`config.mk`:
```
export PLATFORM = sky130hd
export DESIGN_NAME = rsa_block_framer_flat
export DESIGN_NICKNAME = d
export VERILOG_FILES = /design/src/rtl/rsa_block_framer_if.sv /design/src/rtl/rsa_block_framer.sv /design/src/flat_wrapper.sv
export SDC_FILE = /design/constraint.sdc
export NUM_CORES = 1
export LEC_CHECK = 0
export ABC_AREA = 0
export CAP_MARGIN = 20
export CORE_ASPECT_RATIO = 0.5
export CORE_MARGIN = 5
export CORE_UTILIZATION = 40
export DETAILED_ROUTE_END_ITERATION = 7
export HOLD_SLACK_MARGIN = 0.03
export PLACE_DENSITY = 0.7
export SYNTH_ARGS = -nofsm -noshare
export SYNTH_HDL_FRONTEND = slang
export SYNTH_SLANG_ARGS = --single-unit
```
`constraint.sdc`:
```
create_clock -name clk -period 5.8 [get_ports clk]
set_clock_uncertainty 0.15 [all_clocks]
set_input_delay 0.58 -clock clk [delete_from_list [all_inputs] [get_ports clk]]
set_output_delay 0.58 -clock clk [all_outputs]
set_load 0.01 [all_outputs]
```
`src/rtl/rsa_block_framer_if.sv`:
```
// rsa_block_framer_if
//   Bundles every non-clock signal of the RSA block framer.
//   Host byte input  : n, in_valid, in_data, in_last, in_ready
//   Encryptor launch : enc_rst, enc_message, enc_done, enc_cipher
//   Ciphertext out   : out_valid, out_data, out_last, out_ready
//   Status           : err_range, err_timeout, busy
//   Optional macro RSA_BLK_STATS_EN adds blk_count / drop_count.
//   Modports: slave = framer side, master = host/encryptor/sink side.
interface rsa_block_framer_if;
  logic [127:0] n;
  logic         in_valid;
  logic [7:0]   in_data;
  logic         in_last;
  logic         in_ready;
  logic         enc_rst;
  logic [127:0] enc_message;
  logic         enc_done;
  logic [127:0] enc_cipher;
  logic         out_valid;
  logic [7:0]   out_data;
  logic         out_last;
  logic         out_ready;
  logic         err_range;
  logic         err_timeout;
  logic         busy;
`ifdef RSA_BLK_STATS_EN
  logic [15:0]  blk_count;
  logic [15:0]  drop_count;
`endif

  modport slave (
    input  n, in_valid, in_data, in_last, enc_done, enc_cipher, out_ready,
    output in_ready, enc_rst, enc_message, out_valid, out_data, out_last,
           err_range, err_timeout, busy
`ifdef RSA_BLK_STATS_EN
    , output blk_count, drop_count
`endif
  );

  modport master (
    output n, in_valid, in_data, in_last, enc_done, enc_cipher, out_ready,
    input  in_ready, enc_rst, enc_message, out_valid, out_data, out_last,
           err_range, err_timeout, busy
`ifdef RSA_BLK_STATS_EN
    , input blk_count, drop_count
`endif
  );
endinterface

```
`src/rtl/rsa_block_framer.sv`:
```
// rsa_block_framer
//   Packs a host byte stream into 128-bit blocks (first byte -> bits
//   [127:120], short blocks zero-padded), range-checks each block against
//   modulus n, launches the encryptor with a one-cycle enc_rst pulse, waits
//   for a rising edge on enc_done (bounded by TIMEOUT_CYCLES) and streams the
//   ciphertext back out MSB byte first. Input is back-pressured for the whole
//   encrypt + unload so blocks never overlap.
// Ports:
//   clk   - clock
//   reset - synchronous, active-high reset
//   bus   - rsa_block_framer_if.slave (host in, encryptor, ciphertext out,
//           err_range / err_timeout pulses, busy)
// Parameters: BLOCK_BYTES (16), TIMEOUT_CYCLES (65535)
// Optional feature: define RSA_BLK_STATS_EN for saturating blk_count /
//   drop_count statistics outputs.
module rsa_block_framer #(
  parameter int BLOCK_BYTES    = 16,
  parameter int TIMEOUT_CYCLES = 65535
) (
  input  logic              clk,
  input  logic              reset,
  rsa_block_framer_if.slave bus
);
  localparam int W  = BLOCK_BYTES * 8;
  localparam int CW = $clog2(BLOCK_BYTES);
  localparam int TW = (TIMEOUT_CYCLES > 1) ? $clog2(TIMEOUT_CYCLES) : 1;
  localparam logic [CW-1:0] CNT_LAST   = CW'(BLOCK_BYTES - 1);
  localparam logic [CW-1:0] CNT_ONE    = CW'(1);
  localparam logic [TW-1:0] TIMER_LAST = TW'(TIMEOUT_CYCLES - 1);
  localparam logic [TW-1:0] TIMER_ONE  = TW'(1);
  localparam logic [W-1:0]  N_MIN      = W'(2);

  typedef enum logic [2:0] {LOAD, CHECK, KICK, WAIT, UNLOAD} state_t;

  state_t        state;
  logic [W-1:0]  msg;
  logic [W-1:0]  cbuf;
  logic [W-1:0]  enc_msg;
  logic [CW-1:0] cnt;
  logic [CW-1:0] ocnt;
  logic [TW-1:0] timer;
  logic          done_q;
  logic          err_range_q;
  logic          err_timeout_q;

  logic          in_fire;
  logic          unload;
  logic          done_edge;
  logic [W-1:0]  msg_shift;
  logic [CW+2:0] pad_sh;

  assign in_fire   = bus.in_valid & (state == LOAD);
  assign unload    = (state == UNLOAD);
  assign done_edge = bus.enc_done & ~done_q;
  assign msg_shift = {msg[W-9:0], bus.in_data};
  // Bytes still missing after the current one, times 8: pads a short block
  // in a single shift and also flushes any bits left from the previous block.
  assign pad_sh    = {CNT_LAST - cnt, 3'b000};

  // Framer FSM: byte packing, range check, launch, wait and unload.
  always_ff @(posedge clk) begin
    if (reset) begin
      state         <= LOAD;
      msg           <= '0;
      cbuf          <= '0;
      enc_msg       <= '0;
      cnt           <= '0;
      ocnt          <= '0;
      timer         <= '0;
      done_q        <= 1'b0;
      err_range_q   <= 1'b0;
      err_timeout_q <= 1'b0;
    end else begin
      err_range_q   <= 1'b0;
      err_timeout_q <= 1'b0;
      // done_q also samples during KICK, so a done level still high from the
      // previous run is seen as "already high" and never counts as an edge.
      done_q        <= bus.enc_done;
      case (state)
        LOAD: begin
          if (in_fire) begin
            if ((cnt == CNT_LAST) || bus.in_last) begin
              msg   <= msg_shift << pad_sh;
              cnt   <= '0;
              state <= CHECK;
            end else begin
              msg <= msg_shift;
              cnt <= cnt + CNT_ONE;
            end
          end
        end
        CHECK: begin
          if ((bus.n < N_MIN) || (msg >= bus.n)) begin
            err_range_q <= 1'b1;
            state       <= LOAD;
          end else begin
            enc_msg <= msg;
            state   <= KICK;
          end
        end
        KICK: begin
          timer <= '0;
          state <= WAIT;
        end
        WAIT: begin
          // Edge is tested first so it wins over a coincident timeout.
          if (done_edge) begin
            cbuf  <= bus.enc_cipher;
            ocnt  <= '0;
            state <= UNLOAD;
          end else if (timer == TIMER_LAST) begin
            err_timeout_q <= 1'b1;
            state         <= LOAD;
          end else begin
            timer <= timer + TIMER_ONE;
          end
        end
        UNLOAD: begin
          if (bus.out_ready) begin
            cbuf <= cbuf << 8;
            ocnt <= ocnt + CNT_ONE;
            if (ocnt == CNT_LAST) begin
              state <= LOAD;
            end
          end
        end
        default: state <= LOAD;
      endcase
    end
  end

  // Outputs are decoded from registers; reset forces them quiet immediately.
  assign bus.in_ready    = ~reset & (state == LOAD);
  assign bus.enc_rst     = reset | (state == KICK);
  assign bus.enc_message = reset ? '0 : enc_msg;
  assign bus.out_valid   = ~reset & unload;
  assign bus.out_data    = (~reset & unload) ? cbuf[W-1 -: 8] : 8'h00;
  assign bus.out_last    = ~reset & unload & (ocnt == CNT_LAST);
  assign bus.err_range   = ~reset & err_range_q;
  assign bus.err_timeout = ~reset & err_timeout_q;
  assign bus.busy        = ~reset & (state != LOAD);

`ifdef RSA_BLK_STATS_EN
  logic [15:0] blk_cnt;
  logic [15:0] drop_cnt;

  // Saturating counters of completed and dropped blocks.
  always_ff @(posedge clk) begin
    if (reset) begin
      blk_cnt  <= 16'h0000;
      drop_cnt <= 16'h0000;
    end else begin
      if (unload && bus.out_ready && (ocnt == CNT_LAST) && (blk_cnt != 16'hFFFF)) begin
        blk_cnt <= blk_cnt + 16'h0001;
      end
      if ((err_range_q || err_timeout_q) && (drop_cnt != 16'hFFFF)) begin
        drop_cnt <= drop_cnt + 16'h0001;
      end
    end
  end

  assign bus.blk_count  = blk_cnt;
  assign bus.drop_count = drop_cnt;
`endif
endmodule

```
`src/flat_wrapper.sv`:
```
// flat-port wrapper written by rule: the top's interface ports become plain ports
module rsa_block_framer_flat 
#(
  parameter int BLOCK_BYTES    = 16,
  parameter int TIMEOUT_CYCLES = 65535
)
  (clk, reset, bus_n, bus_in_valid, bus_in_data, bus_in_last, bus_enc_done, bus_enc_cipher, bus_out_ready, bus_in_ready, bus_enc_rst, bus_enc_message, bus_out_valid, bus_out_data, bus_out_last, bus_err_range, bus_err_timeout, bus_busy);
  rsa_block_framer_if bus_i ();
  input  logic clk;
  input  logic reset;
  input wire logic [$bits(bus_i.n)-1:0] bus_n;
  input wire logic [$bits(bus_i.in_valid)-1:0] bus_in_valid;
  input wire logic [$bits(bus_i.in_data)-1:0] bus_in_data;
  input wire logic [$bits(bus_i.in_last)-1:0] bus_in_last;
  input wire logic [$bits(bus_i.enc_done)-1:0] bus_enc_done;
  input wire logic [$bits(bus_i.enc_cipher)-1:0] bus_enc_cipher;
  input wire logic [$bits(bus_i.out_ready)-1:0] bus_out_ready;
  output wire logic [$bits(bus_i.in_ready)-1:0] bus_in_ready;
  output wire logic [$bits(bus_i.enc_rst)-1:0] bus_enc_rst;
  output wire logic [$bits(bus_i.enc_message)-1:0] bus_enc_message;
  output wire logic [$bits(bus_i.out_valid)-1:0] bus_out_valid;
  output wire logic [$bits(bus_i.out_data)-1:0] bus_out_data;
  output wire logic [$bits(bus_i.out_last)-1:0] bus_out_last;
  output wire logic [$bits(bus_i.err_range)-1:0] bus_err_range;
  output wire logic [$bits(bus_i.err_timeout)-1:0] bus_err_timeout;
  output wire logic [$bits(bus_i.busy)-1:0] bus_busy;
  assign bus_i.n = bus_n;
  assign bus_i.in_valid = bus_in_valid;
  assign bus_i.in_data = bus_in_data;
  assign bus_i.in_last = bus_in_last;
  assign bus_i.enc_done = bus_enc_done;
  assign bus_i.enc_cipher = bus_enc_cipher;
  assign bus_i.out_ready = bus_out_ready;
  assign bus_in_ready = bus_i.in_ready;
  assign bus_enc_rst = bus_i.enc_rst;
  assign bus_enc_message = bus_i.enc_message;
  assign bus_out_valid = bus_i.out_valid;
  assign bus_out_data = bus_i.out_data;
  assign bus_out_last = bus_i.out_last;
  assign bus_err_range = bus_i.err_range;
  assign bus_err_timeout = bus_i.err_timeout;
  assign bus_busy = bus_i.busy;
  rsa_block_framer #(.BLOCK_BYTES(BLOCK_BYTES), .TIMEOUT_CYCLES(TIMEOUT_CYCLES)) u_core (.clk(clk), .reset(reset), .bus(bus_i));
endmodule
```
# == Yosys cells after proc, flatten, opt, wreduce, memory -nomap -nowiden ==
# Cells that the tools add are included.
# totals
ff_bits,414
in_bits,270
out_inout_bits,143
elab_cells,82
# classes
addsub,4
n_lt_le_gt_ge,2
n_eq_ne,15
n_shift,1
muxes,23
bitwise_logic,14
n_reduce_logical,13
# ops
cell,count
two-way mux 128 bit,4
one-hot mux 128 bit (2 select lines),1
greater-or-equal comparator 128 bit,1
"< comparator 128 x 2 -> 1 bit, second input constant",1
left shift 128 x 7 -> 128 bit,1
two-way mux 16 bit,2
one-hot mux 16 bit (2 select lines),1
two-way mux 3 bit,6
"adder 16 x 1 -> 16 bit, second input constant",1
"== test 16 bit, second input constant",1
one-hot mux 3 bit (5 select lines),1
two-way mux 4 bit,3
"!= test 2 bit, second input constant",5
"adder 4 x 1 -> 4 bit, second input constant",2
bitwise AND 1 bit,8
"== test 4 bit, second input constant",2
two-way mux 8 bit,1
one-hot mux 4 bit (2 select lines),1
"== test 3 x 2 -> 1 bit, second input constant",2
AND reduction 3 bit,2
inverter 1 bit,5
AND reduction 5 bit,1
"!= test 2 x 1 -> 1 bit, second input constant",2
AND reduction 2 bit,2
other kinds (13),16

# == Depth between registers and ports, before layout ==
# logic_depth
ltp_word,5
ltp_mapped,12
mapped_depth_nobuf,10

# == Worst setup path before layout ==
# No wires, ideal clock.
# synth_timing
path_kind,input port to flip-flop
start,input bus_n[45]
end,register u_core.enc_msg[100]
setup_ns,0.121
arrival_ns,3.158
required_ns,5.529
path_slack_ns,2.371
cell_stages,12
path_buffers,2
path_cell_list,inv_1 > ha_1 > a21o_1 > a21o_1 > a221o_1 > a2111o_1 > a211oi_2 > a2111oi_2 > nor3b_4 > buf_12 > buf_12 > mux2_4
# synth_between
elab_chain_len,4
elab_cells_between_ends,5
classes_between,order compare: 2; bitwise: 1; reduce/logical: 2
# synth_rtl
element,line_no,source
"start, declared",flat_wrapper.sv:11,input wire logic [$bits(bus_i.n)-1:0] bus_n;
< comparator 128 x 2 -> 1 bit or greater-or-equal comparator 128 bit (tied branches),rsa_block_framer.sv:93,if ((bus.n < N_MIN) || (msg >= bus.n)) begin
logical OR 1 bit *,rsa_block_framer.sv:93,
inverter 1 bit (no line) *,-,
AND reduction 2 bit (no line) *,-,
"end signal, assigned",rsa_block_framer.sv:97,enc_msg <= msg;
"end, declared",rsa_block_framer.sv:38,logic [W-1:0] enc_msg;
# Every way passes the cells marked *; elsewhere a longest branch is shown, timed or not.
# A chain may end at the register's enable or synchronous reset.

# == Worst setup path after layout ==
# layout_timing
start,input bus_n[52]
end,register u_core.enc_msg[56]
# The elaborated chain is that of the path after synthesis.

==> results.json <==
{
  "antenna_found_initial": 9,
  "syn_avg_cell_area_um2": 8.91,
  "path_max_fanout": 63,
  "dr.first_iter.drc_count": 2854,
  "vias_per_cell": 5.84,
  "status": "completed",
  "die-width_um": 369,
  "cp_data_arrival_time_ps": 4960,
  "async_flop_share": 0,
  "fmax_mhz": 215,
  "port_buffers": 412,
  "worstSkewPairLatency_ps": 590,
  "cpPeakStageDelay_ps": 810,
  "rows": 65,
  "ios": 413,
  "final.setup.tns_ps": 0,
  "dieArea_um2": 69900,
  "yosysWarnings": 0,
  "power_density_nw_per_um2": 235,
  "drive_gt1_frac": 0.113,
  "setup_violations": 0,
  "drv_slew": 0,
  "static-leakage-power_nw": 12.0,
  "place.gp.congestion": 0.932,
  "cts_setup_buffers": 0,
  "ant_nets": 0,
  "h-tree-depth": 2,
  "reg2reg_from": "u_core.msg[12]",
  "synth_top_area_cell": "dfxtp_1",
  "core_um2": 63400,
  "dr.pass1.iters": 7,
  "grt_max_degree": 243,
  "hold_viol": 0,
  "wirelength_mm": 88.9,
  "ys.flop_type": "dfxtp_1",
  "required_ps": 6110,
  "nNetsFinal": 3579,
  "cpMaxStageDelayCell": "nor4_1",
  "grtUsageMet2": 0.393,
  "maxCapViolCount": 0,
  "synth-edff-count": 0,
  "syn2layout_area_growth_pct": 23.6,
  "synth_seq_cells": 414,
  "worstHoldPathType": "reg -> reg",
  "cts_resized": 0,
  "min_period_over_period": 0.802,
  "endpoint_kind": "flop",
  "cts_tree": "built",
  "stdcell_area_um2": 31900,
  "clk_pin_slew_ps": 60,
  "netlist_instances": 2893,
  "use_met3": 0.0442,
  "cts_sinks": 414,
  "gr-usage-met1": 0.322,
  "drc": 0,
  "grt_overflow": 0,
  "yosys.area.top_type_share": 0.322,
  "hold_start": "u_core.cbuf[123]",
  "dr_total_vias": 23665,
  "hold_ws_ps": 343,
  "grt.busiest_layer": "met2",
  "cts_buffers": 42,
  "clockRootBuffer": "clkbuf_16",
  "start_util": 0.406,
  "hold_buffers": 0,
  "r2r_setup_slack_ps": 1510,
  "path_cells": "clkdlybuf4s50_1, nor4_1, nand4_1, nor4_1, buf_4, a221oi_1, o311a_1, o211ai_1, nor3b_4, buf_4, mux2_4",
  "grt.total_usage": 0.241,
  "first_global_vias": 22656,
  "syn-cell-area_um2": 25800,
  "fill_cells": 5924,
  "place_area_um2": 30400,
  "utilization": 0.502,
  "rsz0062_at_grt": "false",
  "synthTopCellsByArea": "dfxtp_1 (32%), nor2b_1 (6.9%), mux2i_1 (6.9%), ha_1 (6.4%), mux2_4 (5.8%)",
  "fin_crit_ps": 4650,
  "fin_ws_ps": 1150,
  "worstMarginPinSlew_ps": 1130,
  "critPathLaunch": "bus_n[52]",
  "routedWlPerCell_um": 21.9,
  "synth_nets": 3295,
  "ir_drop_v": 0.000154,
  "start_kind": "input pin",
  "yosysUniqueCellTypes": 62,
  "die_h_um": 189,
  "hpwl_mm": 64.4,
  "pre_cts_ws_ps": 713,
  "grt_pass1_wl_mm": 134,
  "cts_buffer_depth": 3,
  "max_slew_margin": 0.243,
  "ys_seq_area_frac": 0.322,
  "crit_type": "in -> reg"
}
-- worst max-delay path, delay by kind of cell --
family	cells	cell delay, ps
and+or+nand+nor	4	2020
buffers and inverters	3	1180
AOI/OAI and AO/OA	3	710
muxes	1	430
-- cell usage in the layout, fill, tap and decap left out, types with 6 or more instances in the layout --
cell type / netlist / final
a22oi_1: 19 / 19
a211oi_1: 164 / 164
clkinv_2: 0 / 11
mux4_2: 50 / 50
clkdlybuf4s50_1: 0 / 411
clkbuf_1: 189 / 7
ha_1: 132 / 132
xor2_1: 9 / 9
a221oi_1: 26 / 26
a221o_1: 24 / 24
a21oi_1: 144 / 144
dfxtp_1: 414 / 411
nor3_1: 50 / 50
nand4_1: 41 / 41
buf_12: 11 / 6
buf_4: 2 / 51
a32oi_1: 10 / 10
and2_1: 13 / 11
mux2_2: 63 / 63
nor2b_1: 285 / 284
o21ai_0: 94 / 94
mux2_4: 100 / 100
nor2_1: 309 / 308
inv_1: 137 / 136
nor4_1: 40 / 40
a222oi_1: 43 / 43
nand2_1: 185 / 184
o22ai_1: 7 / 7
nand3_1: 11 / 11
mux2i_1: 177 / 177
clkbuf_16: 0 / 42
a21o_1: 18 / 18
and4_1: 7 / 7
o211ai_1: 33 / 33
or3_1: 6 / 6
a22o_1: 14 / 14
-- cell type report --
cell class / count / area (µm²) / area share
well taps: 837 / 1050 / 0.0329
inverters: 138 / 518 / 0.0163
diodes: 5 / 12.5 / 0.000393
flip-flops and latches: 414 / 8300 / 0.260
clock inverters: 21 / 235 / 0.00738
repair buffers: 470 / 4660 / 0.146
multi-input cells: 2111 / 15900 / 0.500
clock buffers: 54 / 1150 / 0.0360
-- cells by family after synthesis --
group,share of synthesized area
and+or+nand+nor,0.184
AOI/OAI and AO/OA,0.166
DFF,0.322
muxes,0.198
buffers and inverters,0.0618
adders and majority gates,0.0641
xor gates and xnor gates,0.00340
-- through the flow --
stage / power (mW) / cells
after floorplan: 4.10 / 2893
after global placement: 4.65 / 3969
after detailed placement: 4.68 / 3969
after CTS: 7.52 / 4044
after global routing: 7.82 / 4049
final: 7.50 / 4050
-- where the power goes --
group	switching [mW]	leakage (nW)	internal (mW)	total (mW)
Combinational	0.792	7.97	0.698	1.49
Clock	1.25	0.690	1.59	2.84
Sequential	0.210	3.36	2.96	3.17
-- flip-flops by register name (all words and copies together), names as in the netlist --
register              cells
u_core.timer             16
u_core.cnt                4
u_core.err_range_q        1
u_core.msg              128
u_core.cbuf             128
u_core.ocnt               4
u_core.err_timeout_q      1
u_core.done_q             1
u_core.state              3
u_core.enc_msg          128
-- layer usage --
metal,share of wire,vias to the layer above
li1,-,11060
met4,0.035,0
met3,0.092,207
met5,0,-
met2,0.46,1089
met1,0.41,11309
-- cells in the mapped netlist (8+ instances only) --
| cell type | n |
|---|---|
| mux2_2 | 63 |
| o21ai_0 | 94 |
| nor2b_1 | 285 |
| clkbuf_1 | 189 |
| a211oi_1 | 164 |
| a221oi_1 | 26 |
| xor2_1 | 9 |
| and2_1 | 13 |
| nand2_1 | 185 |
| nand3_1 | 11 |
| buf_1 | 18 |
| nor4_1 | 40 |
| buf_12 | 11 |
| mux4_2 | 50 |
| a221o_1 | 24 |
| a21oi_1 | 144 |
| nor3_1 | 50 |
| mux2i_1 | 177 |
| mux2_4 | 100 |
| nand4_1 | 41 |
| nor2_1 | 309 |
| a32oi_1 | 10 |
| buf_2 | 8 |
| ha_1 | 132 |
| o211ai_1 | 33 |
| a22o_1 | 14 |
| a22oi_1 | 19 |
| dfxtp_1 | 414 |
| a222oi_1 | 43 |
| inv_1 | 137 |
| a21o_1 | 18 |
-- worst paths after layout --
kind,depth (start not counted),to
setup / recovery,11,u_core.enc_msg[56]
hold / removal,2,u_core.cbuf[123]
setup reg to reg,10,u_core.enc_msg[56]
hold reg to reg,2,u_core.cbuf[123]
Note: power is estimated with default switching activity, not from simulation.
